===== src/rtl/bkm_steps_pkg.sv =====
// Shared types and constants for the bkm_steps stimulus generator:
// FSM encoding, BKM digit codes and the 64-bit Galois LFSR step.
package bkm_steps_pkg;

    typedef enum logic [1:0] {
        IDLE = 2'd0,
        LOAD = 2'd1,
        RUN  = 2'd2,
        DONE = 2'd3
    } state_e;

    localparam logic [1:0] D_ZERO = 2'b00;
    localparam logic [1:0] D_POS  = 2'b01;
    localparam logic [1:0] D_NEG  = 2'b11;

    // Taps 64,63,61,60 for a right-shifting Galois register
    localparam logic [63:0] LFSR_TAPS    = 64'hD800_0000_0000_0000;
    localparam logic [63:0] DEFAULT_SEED = 64'hACE1_0000_0000_0001;

    function automatic logic [63:0] lfsr_step(input logic [63:0] s);
        return (s >> 1) ^ (s[0] ? LFSR_TAPS : 64'd0);
    endfunction

    // Raw code 2'b10 has no meaning as a BKM digit; fold it onto zero.
    function automatic logic [1:0] digit(input logic [1:0] code);
        return (code == 2'b10) ? D_ZERO : code;
    endfunction

endpackage


===== src/rtl/bkm_lfsr64.sv =====
// 64-bit Galois LFSR with synchronous seed load and step enable.
module bkm_lfsr64
    import bkm_steps_pkg::*;
#(
    parameter logic [63:0] SEED = DEFAULT_SEED
) (
    input  logic        clk,
    input  logic        arst,
    input  logic        srst,
    input  logic        load_i,
    input  logic        advance_i,
    input  logic [63:0] seed_i,
    output logic [63:0] state_o
);

    logic [63:0] state_q, state_d;

    always_comb begin
        state_d = state_q;
        if (load_i) begin
            state_d = seed_i;
        end else if (advance_i) begin
            state_d = lfsr_step(state_q);
        end
    end

    always_ff @(posedge clk or posedge arst) begin
        if (arst) begin
            state_q <= SEED;
        end else if (srst) begin
            state_q <= SEED;
        end else begin
            state_q <= state_d;
        end
    end

    assign state_o = state_q;

endmodule


===== src/rtl/bkm_steps_stimulus.sv =====
// Operand vector generator for the bkm_steps DUT with valid/ready pacing.
// Define BKM_STEPS_STIM_CORNERS_EN to prefix every run with three corner vectors.
module bkm_steps_stimulus
    import bkm_steps_pkg::*;
#(
    parameter int          WC      = 16,
    parameter int          WD      = 64,
    parameter int          LOG2N   = 6,
    parameter int          NUM_VEC = 1024,
    parameter logic [63:0] SEED    = DEFAULT_SEED
) (
    input  logic             clk,
    input  logic             arst,
    input  logic             srst,
    input  logic             enable,
    input  logic             start,
    input  logic             cfg_mode,
    input  logic [1:0]       cfg_format,
    input  logic             cfg_sweep,
    input  logic [LOG2N-1:0] cfg_n,
    input  logic             ready,
    output logic             valid,
    output logic             tb_mode,
    output logic [1:0]       tb_format,
    output logic [LOG2N-1:0] tb_n,
    output logic [1:0]       tb_d_x_n,
    output logic [1:0]       tb_d_y_n,
    output logic [WC-1:0]    tb_u_n,
    output logic [WC-1:0]    tb_v_n,
    output logic [WD-1:0]    tb_X_n,
    output logic [WD-1:0]    tb_Y_n,
    output logic             busy,
    output logic             done,
    output logic [31:0]      vec_cnt
);

    // Packed operand vector: {d_x, d_y, u, v, X, Y}
    localparam int          VW        = 4 + 2*WC + 2*WD;
    localparam logic [31:0] NUM_VEC_W = 32'(NUM_VEC);

    function automatic logic [VW-1:0] rand_vec(input logic [63:0] s);
        logic [63:0] r;
        for (int i = 0; i < 64; i++) begin
            r[i] = s[63-i];
        end
        return {digit(s[1:0]), digit(s[3:2]), s[WC-1:0] ^ s[63 -: WC],
                s[16 +: WC], s[WD-1:0], r[WD-1:0]};
    endfunction

    function automatic logic [VW-1:0] corner_vec(input logic [1:0] k);
        logic [VW-1:0] v;
        case (k)
            2'd1:    v = {D_NEG, D_NEG, {WC{1'b1}}, {WC{1'b1}}, {WD{1'b1}}, {WD{1'b1}}};
            2'd2:    v = {D_POS, D_POS, 1'b0, {(WC-1){1'b1}}, 1'b0, {(WC-1){1'b1}},
                          1'b0, {(WD-1){1'b1}}, 1'b0, {(WD-1){1'b1}}};
            default: v = '0;
        endcase
        return v;
    endfunction

    state_e            state_q, state_d;
    logic [VW-1:0]     vec_q, load_vec, run_vec;
    logic [31:0]       vec_cnt_q, cnt_inc;
    logic [LOG2N-1:0]  n_q;
    logic [1:0]        format_q;
    logic              mode_q, sweep_q, valid_q, done_q;
    logic              start_load, do_load, hs, last_hs, lfsr_adv;
    logic [63:0]       lfsr_q, lfsr_nxt;

    bkm_lfsr64 #(.SEED(SEED)) u_lfsr (
        .clk       (clk),
        .arst      (arst),
        .srst      (srst),
        .load_i    (start_load),
        .advance_i (lfsr_adv),
        .seed_i    (SEED),
        .state_o   (lfsr_q)
    );

    assign lfsr_nxt = lfsr_step(lfsr_q);
    assign cnt_inc  = (vec_cnt_q == 32'hFFFF_FFFF) ? vec_cnt_q : vec_cnt_q + 32'd1;

    always_ff @(posedge clk or posedge arst) begin
        if (arst) begin
            state_q <= IDLE;
        end else if (srst) begin
            state_q <= IDLE;
        end else begin
            state_q <= state_d;
        end
    end

    always_comb begin
        state_d    = state_q;
        start_load = 1'b0;
        do_load    = 1'b0;
        hs         = 1'b0;
        last_hs    = 1'b0;
        if (enable) begin
            case (state_q)
                IDLE, DONE: begin
                    if (start) begin
                        state_d    = LOAD;
                        start_load = 1'b1;
                    end
                end
                LOAD: begin
                    state_d = RUN;
                    do_load = 1'b1;
                end
                RUN: begin
                    if (valid_q && ready) begin
                        hs = 1'b1;
                        if (cnt_inc >= NUM_VEC_W) begin
                            last_hs = 1'b1;
                            state_d = DONE;
                        end
                    end
                end
                default: state_d = IDLE;
            endcase
        end
    end

    // The LFSR only moves when a random vector is replaced by the next random one.
    always_comb begin
        lfsr_adv = 1'b0;
`ifdef BKM_STEPS_STIM_CORNERS_EN
        load_vec = corner_vec(2'd0);
        if (cnt_inc < 32'd3) begin
            run_vec = corner_vec(cnt_inc[1:0]);
        end else if (cnt_inc == 32'd3) begin
            run_vec = rand_vec(lfsr_q);
        end else begin
            run_vec  = rand_vec(lfsr_nxt);
            lfsr_adv = hs && !last_hs;
        end
`else
        load_vec = rand_vec(lfsr_q);
        run_vec  = rand_vec(lfsr_nxt);
        lfsr_adv = hs && !last_hs;
`endif
    end

    always_ff @(posedge clk or posedge arst) begin
        if (arst) begin
            vec_q     <= '0;
            vec_cnt_q <= '0;
            n_q       <= '0;
            format_q  <= '0;
            mode_q    <= 1'b0;
            sweep_q   <= 1'b0;
            valid_q   <= 1'b0;
            done_q    <= 1'b0;
        end else if (srst) begin
            vec_q     <= '0;
            vec_cnt_q <= '0;
            n_q       <= '0;
            format_q  <= '0;
            mode_q    <= 1'b0;
            sweep_q   <= 1'b0;
            valid_q   <= 1'b0;
            done_q    <= 1'b0;
        end else begin
            if (start_load) begin
                vec_cnt_q <= '0;
                done_q    <= 1'b0;
            end
            if (do_load) begin
                mode_q   <= cfg_mode;
                format_q <= cfg_format;
                n_q      <= cfg_n;
                sweep_q  <= cfg_sweep;
                vec_q    <= load_vec;
                valid_q  <= 1'b1;
            end
            if (hs) begin
                vec_cnt_q <= cnt_inc;
                if (last_hs) begin
                    valid_q <= 1'b0;
                    done_q  <= 1'b1;
                end else begin
                    vec_q <= run_vec;
                    if (sweep_q) begin
                        n_q <= n_q + 1'b1;
                    end
                end
            end
        end
    end

    assign valid     = valid_q;
    assign done      = done_q;
    assign vec_cnt   = vec_cnt_q;
    assign busy      = (state_q == LOAD) || (state_q == RUN);
    assign tb_mode   = mode_q;
    assign tb_format = format_q;
    assign tb_n      = n_q;
    assign tb_Y_n    = vec_q[WD-1:0];
    assign tb_X_n    = vec_q[2*WD-1:WD];
    assign tb_v_n    = vec_q[2*WD +: WC];
    assign tb_u_n    = vec_q[2*WD+WC +: WC];
    assign tb_d_y_n  = vec_q[2*WD+2*WC +: 2];
    assign tb_d_x_n  = vec_q[2*WD+2*WC+2 +: 2];

endmodule


===== config.mk =====
export PLATFORM = sky130hd
export DESIGN_NAME = bkm_steps_stimulus
export DESIGN_NICKNAME = d
export VERILOG_FILES = /design/src/rtl/bkm_steps_pkg.sv /design/src/rtl/bkm_lfsr64.sv /design/src/rtl/bkm_steps_stimulus.sv
export SDC_FILE = /design/constraint.sdc
export NUM_CORES = 1
export LEC_CHECK = 0
export BUFFER_PORTS_ARGS = -buffer_cell sky130_fd_sc_hd__buf_2
export CAP_MARGIN = 20
export CORE_ASPECT_RATIO = 1.4
export CORE_MARGIN = 10
export CORE_UTILIZATION = 25
export DETAILED_ROUTE_END_ITERATION = 8
export GPL_TIMING_DRIVEN = 0
export PLACE_DENSITY_LB_ADDON = 0.15
export SETUP_SLACK_MARGIN = 0.5
export SYNTH_ARGS = -nofsm -noshare
export SYNTH_HDL_FRONTEND = slang
export SYNTH_HIERARCHICAL = 1
export SYNTH_SLANG_ARGS = --single-unit

===== constraint.sdc =====
create_clock -name clk -period 6.45 [get_ports clk]
set_input_delay 0.3225 -clock clk [delete_from_list [all_inputs] [get_ports clk]]
set_output_delay 0.3225 -clock clk [all_outputs]
set_load 0.01 [all_outputs]

==> impl_metrics.toml, run 1 <==
[power]
p_seq_share_pct = 44.9
power_density_nw_per_um2 = 248.9
p_clk_share_pct = 42.7
power_switching_mw = 1.236
ir_worst_vdd_mv = 0.1957
p_int_mw = 3.032
p_leak_nw = 7.478
p_comb_share_pct = 12.5
swShare_pct = 28.95

[global_route]
grt_pass1_vias = 12900
grt_max_degree = 65
grt_pass1_wl_um = 84970
grt.total_usage_pct = 16.90
antenna_found_initial = 0
grt-ovfl-total = 0

[timing]
setup_viol_count_final = 0
fin_hold_ws_ns = 0.1077
drv_slew = 0
max_slew_margin_pct = 36.27
finalCritPeriodShare_pct = 79.37
clock_skew_ns = 0.01260
hold_viol_final = 0
rsz0062_at_grt = "false"
tightest_slew_ns = 0.9487
setup_tns_ns = 0
clock.fmax_ghz = 0.1953
period_minus_slack_ns = 5.120

[floorplan]
die_area_sq_um = 64690
ioPinCount = 224
die_width_um = 217.8
core-area_sq_um = 54210
die_h_um = 297.0
fp-row-count = 101
start_util_pct = 25.27

[routing]
drt-total-wl_um = 56110
antenna_left = 0
viasPerCell = 4.988
drc = 0
vias = 12480
drtIter0Drc = 851
first_pass_iters = 5
avgRoutedWirePerCell_um = 22.43

[critical_path]
crit_chain = "ha_1 -> nand3_1 -> nor3_1 -> and3_1 -> buf_2 -> nor2_1 -> a311o_1 -> or4_4 -> or3_1 -> buf_4 -> clkinv_2 -> buf_2 -> buf_4 -> buf_6 -> mux2i_1 -> a211oi_2"
critPathMaxFanout = 11
critical_path.top_delay_family = "simple AND/OR/NAND/NOR gates"
timing_worst_setup_path_type = "reg -> reg"
cp.required_ns = 6.91
cp-start-kind = "flip-flop"
cp_slowest_stage_delay_ns = 0.78
cp.arrival_ns = 5.58
cp-end-kind = "flip-flop"
path_buf_inv = 6
crit_path_top_delay_cell = "nor3_1"

[clocking]
cts_resized = 0
clock-sinks = 274
cts_tree = "yes"
htree_levels = 1
cts_root_buf = "clkbuf_16"
clock_path_buffers = 3
cts.reportedPaths.clkPinSlew_ns = 0.06
cts_buffers = 30
clkLatencyLatePin_ns = 0.59

[yosys]
synthDistinctLibCells = 64
syn_area_per_cell_sq_um = 9.593
seq_area_frac_synth_pct = 50.14
ys.flop_type = "dfrtp_1"
synthCells = 1428
ys_warn_count = 6
synthArstFlopShare_pct = 100.0
synth_seq_cells = 274
synth_area_sq_um = 13700
synth_edf_count = 0

[layout]
area_delta_synth_final_pct = 25.18
diodes = 0
fill_cells = 5678
fin_area_sq_um = 17150
layout.nets = 1777
drive_gt1_share_pct = 21.74

[placement]
place_area_sq_um = 16090
post-dp-hpwl_um = 41700
gp_congestion = 0.9025
io_buffers = 222

[job]
cap_violations = 0

[run_status]
status = "completed"

[worst_hold_path]
hp-class = "in -> reg"
state kept, by name, indices dropped and copies added (netlist names):
register / cells
vec_q: 164
u_lfsr/state_o: 64
vec_cnt: 32
tb_n: 6
state_q: 2
tb_format: 2
done: 1
sweep_q: 1
tb_mode: 1
valid: 1
what timing repair did:
| item | CTS | global route |
|---|---|---|
| endpoints found under the setup margin | 0 | 0 |
| hold endpoints to repair | 82 | 0 |
| hold buffers | 5 | 0 |
| buffers inserted | 0 | 0 |
path summary, 6_finish.rpt:
path                            startpoint  slack (ns)                  to  cells after the start
max in group asynchronous             arst        4.97          vec_cnt[8]                      6
worst max register to register  vec_cnt[0]        1.33  u_lfsr/state_o[10]                     16
worst max-delay path            vec_cnt[0]        1.33  u_lfsr/state_o[10]                     16
worst min-delay path              cfg_n[3]        0.11             tb_n[3]                      4
min in group asynchronous             arst        0.40           vec_q[21]                      3
worst min register to register     tb_mode        0.52             tb_mode                      2
synthesized netlist by cell type, types with 6 or more instances:
cell type,count,share of area [%]
dfrtp_1,265,48
nand2_1,271,7.4
inv_1,13,0.36
a2bb2oi_1,7,0.45
and3_1,6,0.27
mux2i_1,61,4.5
nor2b_1,56,2.6
nand4_1,21,0.96
nor2_1,61,1.7
o21ai_0,94,3.4
or3_1,11,0.50
a211oi_1,17,0.93
dfstp_2,9,1.7
nor3_1,15,0.55
xor2_1,6,0.38
o31ai_1,11,0.60
o21ai_1,15,0.55
buf_4,6,0.33
a211oi_2,41,3.7
a21oi_1,35,1.3
clkbuf_1,72,2.0
a221oi_1,6,0.38
mux2_1,11,0.90
buf_6,15,1.2
nand3_1,20,0.73
o211ai_1,6,0.33
buf_2,26,0.95
a31oi_1,154,7.0
xnor2_1,26,1.7
layout by cell type, fill, tap and decap left out, types with 6 or more instances in the layout:
master,n
mux2_1,11
buf_6,15
clkinv_2,10
mux2i_1,61
conb_1,64
nor2_1,61
or3_1,11
nor2b_1,56
o211ai_1,6
buf_12,6
dfstp_2,9
o21ai_0,94
a21oi_1,35
a31oi_1,154
nand4_1,21
xnor2_1,26
a211oi_1,17
clkbuf_16,31
inv_1,11
a211oi_2,41
xor2_1,6
clkbuf_8,7
o21ai_1,15
buf_4,6
a2bb2oi_1,7
buf_2,248
clkbuf_1,77
nand3_1,20
o31ai_1,11
nand2_1,271
dfrtp_1,265
nor3_1,15
and3_1,6
a221oi_1,6
cells by family after synthesis:
group / Yosys count / share of synthesized area (%)
flip-flops: 274 / 50.14
other: 2 / 0.05482
XOR/XNOR: 32 / 2.046
buffers and inverters: 136 / 4.969
AO/OA/AOI/OAI: 418 / 20.80
adder cells (fa/ha/maj): 5 / 0.4567
AND/OR/NAND/NOR: 488 / 16.09
multiplexers: 73 / 5.444
final cells by class:
| class | count | area [sq um] | area share, % |
|---|---|---|---|
| Timing Repair Buffer | 234 | 1296 | 7.559 |
| Clock inverter | 13 | 121.4 | 0.7078 |
| Multi-Input combinational cell | 1080 | 6382 | 37.22 |
| Tap cell | 721 | 902.1 | 5.261 |
| Inverter | 15 | 63.81 | 0.3721 |
| Clock buffer | 43 | 890.9 | 5.195 |
| Buffer | 121 | 623.1 | 3.634 |
| Sequential cell | 274 | 6868 | 40.05 |
worst reg2reg max path, cell delays in order, from the launching register on:
cell,delay (ns)
dfrtp_1,0.41
ha_1,0.24
nand3_1,0.10
nor3_1,0.78
and3_1,0.27
buf_2,0.22
nor2_1,0.17
a311o_1,0.39
or4_4,0.45
or3_1,0.40
buf_4,0.22
clkinv_2,0.13
buf_2,0.33
buf_4,0.31
buf_6,0.21
mux2i_1,0.28
a211oi_2,0.10
layer usage:
metal  up-vias  part of all wire (%)  global-route usage [%]
met5         -                     0                       0
met4         0                   2.6                   4.973
met3        72                   5.9                   3.204
met2       381                    52                   30.23
met1      6274                    40                   19.92
li1       5749                     -                       -
through the flow:
stage	total power [mW]	worst slack [ns]	util (%)	cells
floorplan	2.243	2.216	-	1490
global placement	2.474	1.365	29.42	2433
detailed placement	2.487	1.427	29.67	2440
CTS	4.331	1.394	31.63	2501
global route	4.447	1.103	31.63	2501
finish	4.268	1.330	31.63	2501
power by group through the flow:
stage | combinational [mW] | clock, mW | sequential (mW)
after floorplan | 0.327 | 0 | 1.92
after CTS | 0.543 | 1.87 | 1.92
final | 0.532 | 1.82 | 1.92
after global routing | 0.593 | 1.93 | 1.93
after detailed placement | 0.538 | 0 | 1.95
after global placement | 0.524 | 0 | 1.95
Power figures use the tool's default switching activity.
==> run 2, diff against run 1 <==
- clock period: 6.45 -> 4.5 ns (I/O delays scaled with it)
==> run 2 against run 1 <==
Via count decreased by 0.11%. Die area unchanged. Utilization increased by 1.7 points. Sequential cell count unchanged. Clock skew increased by 0.014 ns. Combinational power increased by 46%. Count of clock-buffer cells in the layout unchanged. Cell count increased by 1.6%. Clock power increased by 52%. Maximum frequency increased by 31%. Final area increased by 5.3%. Setup slack got worse by 0.74 ns.
==> impl_metrics.toml, run 2 (synthesis results as in run 1) <==
[run_status]
status = "completed"

[clocking]
clkLatencyLatePin_ns = 0.55
htree_levels = 2
cts_root_buf = "clkbuf_16"
cts_tree = "yes"
cts.reportedPaths.clkPinSlew_ns = 0.06
clock_path_buffers = 3
cts_buffers = 34
clock-sinks = 274

[critical_path]
cp.required_ns = 4.90
cp.arrival_ns = 4.32
timing.rr.start = "vec_cnt[0]"
cp-start-kind = "flip-flop"
cp-startpoint = "vec_cnt[0]"
rr_endpoint = "u_lfsr/state_o[27]"
cp-end-kind = "flip-flop"
critPathMaxFanout = 8
crit_chain = "ha_4 -> nand3_4 -> or3_4 -> buf_6 -> nor3_4 -> mux2_4 -> a311o_1 -> or4_4 -> or3_4 -> buf_12 -> clkinv_8 -> buf_12 -> clkbuf_16 -> clkbuf_16 -> mux2i_2 -> a211oi_2"
reg2regPathDepth = 16
cp_slowest_stage_delay_ns = 0.50
timing_worst_setup_path_type = "reg -> reg"
crit_path_top_delay_cell = "or4_4"
reg2reg_slack_ns = 0.59

[global_route]
grt-ovfl-total = 0
grt_pass1_vias = 12730
grt_max_degree = 40
grt.total_usage_pct = 16.68
grt_pass1_wl_um = 83700
antenna_found_initial = 0

[floorplan]
die_h_um = 297.0
fp-row-count = 101
start_util_pct = 25.27
core-area_sq_um = 54210
die_width_um = 217.8
die_area_sq_um = 64690
ioPinCount = 224

[worst_hold_path]
whs_endpoint = "tb_n[1]"
holdPathStages = 4
hp-class = "in -> reg"
min_from = "cfg_n[1]"

[layout]
layout.nets = 1815
fill_cells = 5666
layout_commonest_cell = "nand2_1"
diodes = 0
final_util_pct = 33.31
area_delta_synth_final_pct = 31.81
drive_gt1_share_pct = 26.39
largest_reg_flops = 164
regMostFlops = "vec_q"
fin_area_sq_um = 18060
final_cell_mix = "270 x nand2_1, 259 x dfrtp_1, 243 x buf_2"

[routing]
drt-total-wl_um = 56280
avgRoutedWirePerCell_um = 22.16
antenna_left = 0
viasPerCell = 4.906
drtIter0Drc = 866
first_pass_iters = 5
vias = 12460
drc = 0

[timing]
tightest_slew_ns = 1.091
max_slew_margin_pct = 27.26
finalCritPeriodShare_pct = 86.95
rsz0062_at_grt = "true"
hold_viol_final = 0
fin_hold_ws_ns = 0.05463
setup_tns_ns = 0
clock_skew_ns = 0.02647
setup_viol_count_final = 0
clock.fmax_ghz = 0.2556
period_minus_slack_ns = 3.913
drv_slew = 0

[placement]
post-dp-hpwl_um = 41090
gp_congestion = 0.9086
io_buffers = 222
place_area_sq_um = 16090

[power]
p_leak_nw = 7.887
power_density_nw_per_um2 = 348.6
ir_worst_vdd_mv = 0.2183
total_power_mw = 6.294

[job]
cap_violations = 0
-- run 2: cell types whose count changed in the layout (fill, tap and decap cells not counted), moves of 7 or more --
cell | previous run | this run
buf_4 | 6 | 33
mux2i_4 | 0 | 7
clkbuf_16 | 31 | 40
clkbuf_1 | 77 | 66
buf_12 | 6 | 14
mux2i_1 | 61 | 49
-- run 2: worst max-delay path by stage --
stage | cells after the start | endpoint
floorplan | 16 | u_lfsr/state_o[1]
global placement | 16 | u_lfsr/state_o[57]
detailed placement | 16 | u_lfsr/state_o[23]
CTS | 16 | u_lfsr/state_o[54]
global route | 14 | vec_q[57]
finish | 16 | u_lfsr/state_o[27]
-- run 2: final cells by class --
| type | instances | area (sq um) | area share [%] |
|---|---|---|---|
| multi-input cells | 1080 | 6658 | 36.87 |
| clock buffers | 43 | 955.9 | 5.294 |
| repair buffers | 268 | 1689 | 9.355 |
| flip-flops and latches | 274 | 6875 | 38.08 |
| inverters | 15 | 75.07 | 0.4158 |
| plain buffers | 121 | 754.5 | 4.178 |
| well taps | 721 | 902.1 | 4.996 |
| clock inverters | 18 | 146.4 | 0.8108 |
-- run 2: report_power, final --
group | internal (mW) | total (mW) | switching, mW | leakage [nW]
Clock | 1.58 | 2.76 | 1.19 | 0.550
Combinational | 0.286 | 0.777 | 0.491 | 3.59
Sequential | 2.59 | 2.75 | 0.167 | 3.74
Total | 4.45 | 6.29 | 1.85 | 7.89
-- run 2: layer usage --
metal / GRT usage (%) / up-vias / part of all wire [%]
met5: 0 / - / 0
met4: 4.196 / 0 / 2.3
met3: 2.950 / 70 / 4.7
met2: 30.26 / 315 / 52
met1: 19.71 / 6275 / 40
li1: - / 5802 / -
-- run 2: critical path: cells and delay by family, from the launching register on --
| kind | cells | cell delay [ns] |
|---|---|---|
| adders and majority gates | 1 | 0.17 |
| AOI/OAI and AO/OA | 2 | 0.41 |
| DFF | 1 | 0.40 |
| muxes | 2 | 0.55 |
| and+or+nand+nor | 5 | 1.46 |
| buffers and inverters | 6 | 0.81 |
-- run 2: repair_timing --
item	4_1_cts	5_1_grt
pin swaps	14	12
gates resized for setup	49	57
setup buffers	20	8
endpoints found under the setup margin	234	222
gates cloned	2	5
hold endpoints to repair	60	0
hold buffers	5	0
-- run 2: stage by stage --
stage | cells | worst slack [ns]
2_1_floorplan | 1490 | 0.4956
3_3_place_gp | 2433 | -0.3658
3_5_place_dp | 2439 | -0.3035
4_1_cts | 2527 | 0.5002
5_1_grt | 2540 | 0.4495
6_report | 2540 | 0.5874
==> run 3, diff against run 2 <==
- CORE_ASPECT_RATIO: 1.4 -> 2
==> run 3 against run 2 <==
Critical path depth is the same. Maximum frequency is 1.9% lower. Highest routed layer unchanged. Global-route usage increased by 1.4 points. Count of clock-buffer cells in the layout down 3. Sequential power barely moved. Clock power fell by 5%. Critical endpoint is now u_lfsr/state_o[56]. Combinational power grew 4.9%. Utilization increased by 0.42 points. Final area is 1.5% higher. Wire length is 7.0% higher. Cell count down 1.5%. Sequential cell count unchanged.
==> impl_metrics.toml, run 3 (synthesis results as in run 1) <==
[worst_hold_path]
min_from = "cfg_n[2]"
whs_endpoint = "tb_n[2]"
holdPathStages = 4
hp-class = "in -> reg"

[global_route]
grt-ovfl-total = 0
grt_max_degree = 65
antenna_found_initial = 0
grt_pass1_vias = 13430
top_usage_layer = "met2"
grt.total_usage_pct = 18.03
use_met3_pct = 3.162
met1_usage_pct = 18.73
use_met2_pct = 34.18
grt_pass1_wl_um = 88570

[layout]
seq_area_sq_um = 6878
largest_reg_flops = 164
multi_input_area_sq_um = 6923
fin_area_sq_um = 18330
area_delta_synth_final_pct = 33.80
final_cell_mix = "270 x nand2_1, 257 x dfrtp_1, 241 x buf_2"
diodes = 0
stdcell_count = 2502
drive_gt1_share_pct = 28.70
layout.nets = 1823
final_util_pct = 33.72
regMostFlops = "vec_q"
fill_cells = 5627
layout_commonest_cell = "nand2_1"

[clocking]
cts_buffers = 30
cts_tree = "yes"
clock-sinks = 274
htree_levels = 1
clkLatencyLatePin_ns = 0.59
cts_root_buf = "clkbuf_16"
clock_path_buffers = 3
cts.reportedPaths.clkPinSlew_ns = 0.07

[critical_path]
cp.required_ns = 4.96
rr_endpoint = "u_lfsr/state_o[56]"
reg2reg_slack_ns = 0.51
cp.arrival_ns = 4.45
crit_path_frequent_cell = "buf_12"
critical_path_depth = 16
cp-end-kind = "flip-flop"
crit_path_top_delay_cell = "or4_4"
crit_chain = "ha_4 -> nand3_4 -> or3_4 -> buf_6 -> nor3_4 -> mux2_4 -> a311o_1 -> or4_4 -> or3_4 -> buf_12 -> clkinv_8 -> buf_12 -> clkbuf_16 -> buf_12 -> mux2i_2 -> a211oi_2"
timing_worst_setup_path_type = "reg -> reg"
reg2regPathDepth = 16
critPathMaxFanout = 8
path_buf_inv = 6
cp-start-kind = "flip-flop"
cp_slowest_stage_delay_ns = 0.51
timing.rr.start = "vec_cnt[0]"
critical_path.top_delay_family = "simple AND/OR/NAND/NOR gates"

[placement]
place_area_sq_um = 16070
io_buffers = 222
post-dp-hpwl_um = 44730
pre_cts_ws_ns = -0.5415
gp_congestion = 0.9281
dp_cells = 2395

[timing]
fin_hold_ws_ns = 0.06044
rsz0062_at_grt = "true"
tightest_slew_ns = 1.039
clock_skew_ns = 0.009861
setup_tns_ns = 0
hold_viol_final = 0
drv_slew = 0
max_slew_margin_pct = 30.76
postLayoutSetupSlackWorst_ns = 0.5102
clock.fmax_ghz = 0.2506
period_minus_slack_ns = 3.990
setup_viol_count_final = 0
finalCritPeriodShare_pct = 88.66

[job]
cap_violations = 0

[power]
ir_worst_vdd_mv = 0.1793
p_leak_nw = 7.936
total_power_mw = 6.187
power_density_nw_per_um2 = 337.6

[routing]
avgRoutedWirePerCell_um = 24.06
viasPerCell = 5.096
drc = 0
drtIter0Drc = 683
vias = 12750
antenna_left = 0
first_pass_iters = 8
drt-total-wl_um = 60200

[floorplan]
die_area_sq_um = 65120
ioPinCount = 224
die_h_um = 351.0
start_util_pct = 25.20
die_width_um = 185.5
fp-row-count = 121
core-area_sq_um = 54350

[run_status]
status = "completed"
[run 3: cell types whose count changed in the layout (fill, tap and decap cells not counted), sizes merged, moves of 2 or more]
cell         delta
clkinvlp        +2
clkbuf          -3
dlygate4sd3     +3
clkinv          -6
buf            +10
[run 3: how the worst max path moves through the flow]
| stage | startpoint | slack [ns] | to |
|---|---|---|---|
| 2_1_floorplan | vec_cnt[0] | 0.50 | u_lfsr/state_o[1] |
| 3_3_place_gp | vec_cnt[15] | -0.54 | u_lfsr/state_o[10] |
| 3_5_place_dp | vec_cnt[15] | -0.54 | u_lfsr/state_o[23] |
| 4_1_cts | vec_cnt[0] | 0.44 | vec_q[36] |
| 5_1_grt | vec_cnt[0] | 0.40 | u_lfsr/state_o[28] |
| 6_report | vec_cnt[0] | 0.51 | u_lfsr/state_o[56] |
[run 3: final cells by class]
cell class / instances / area share, %
clock inverters: 16 / 0.7851
multi-input cells: 1080 / 37.77
plain buffers: 120 / 4.274
inverters: 15 / 0.4096
well taps: 676 / 4.615
clock buffers: 40 / 4.745
flip-flops and latches: 274 / 37.53
repair buffers: 281 / 9.872
[run 3: power by group]
group	switching [mW]	internal (mW)
Sequential	0.174	2.58
Clock	1.14	1.47
Combinational	0.515	0.301
[run 3: repair_timing]
item,in CTS,in global routing
endpoints found under the setup margin,234,216
hold buffers,8,0
buffers inserted,27,10
gates resized for setup,67,108
pin swaps,18,18
gates cloned,2,5
endpoints found under the hold margin,81,0
[run 3: per-layer routing]
| metal | vias to the layer above | share of wire (%) |
|---|---|---|
| met5 | - | 0 |
| met4 | 0 | 4.4 |
| met3 | 123 | 5.5 |
| met2 | 397 | 55 |
| met1 | 6391 | 35 |
| li1 | 5839 | - |
[run 3: worst register-to-register path, delay by kind of cell (launching register included)]
kind | cells | cell delay [ns]
buffers and inverters | 6 | 0.82
and+or+nand+nor | 5 | 1.51
AOI/OAI and AO/OA | 2 | 0.41
muxes | 2 | 0.57
DFF | 1 | 0.40
adders and majority gates | 1 | 0.17
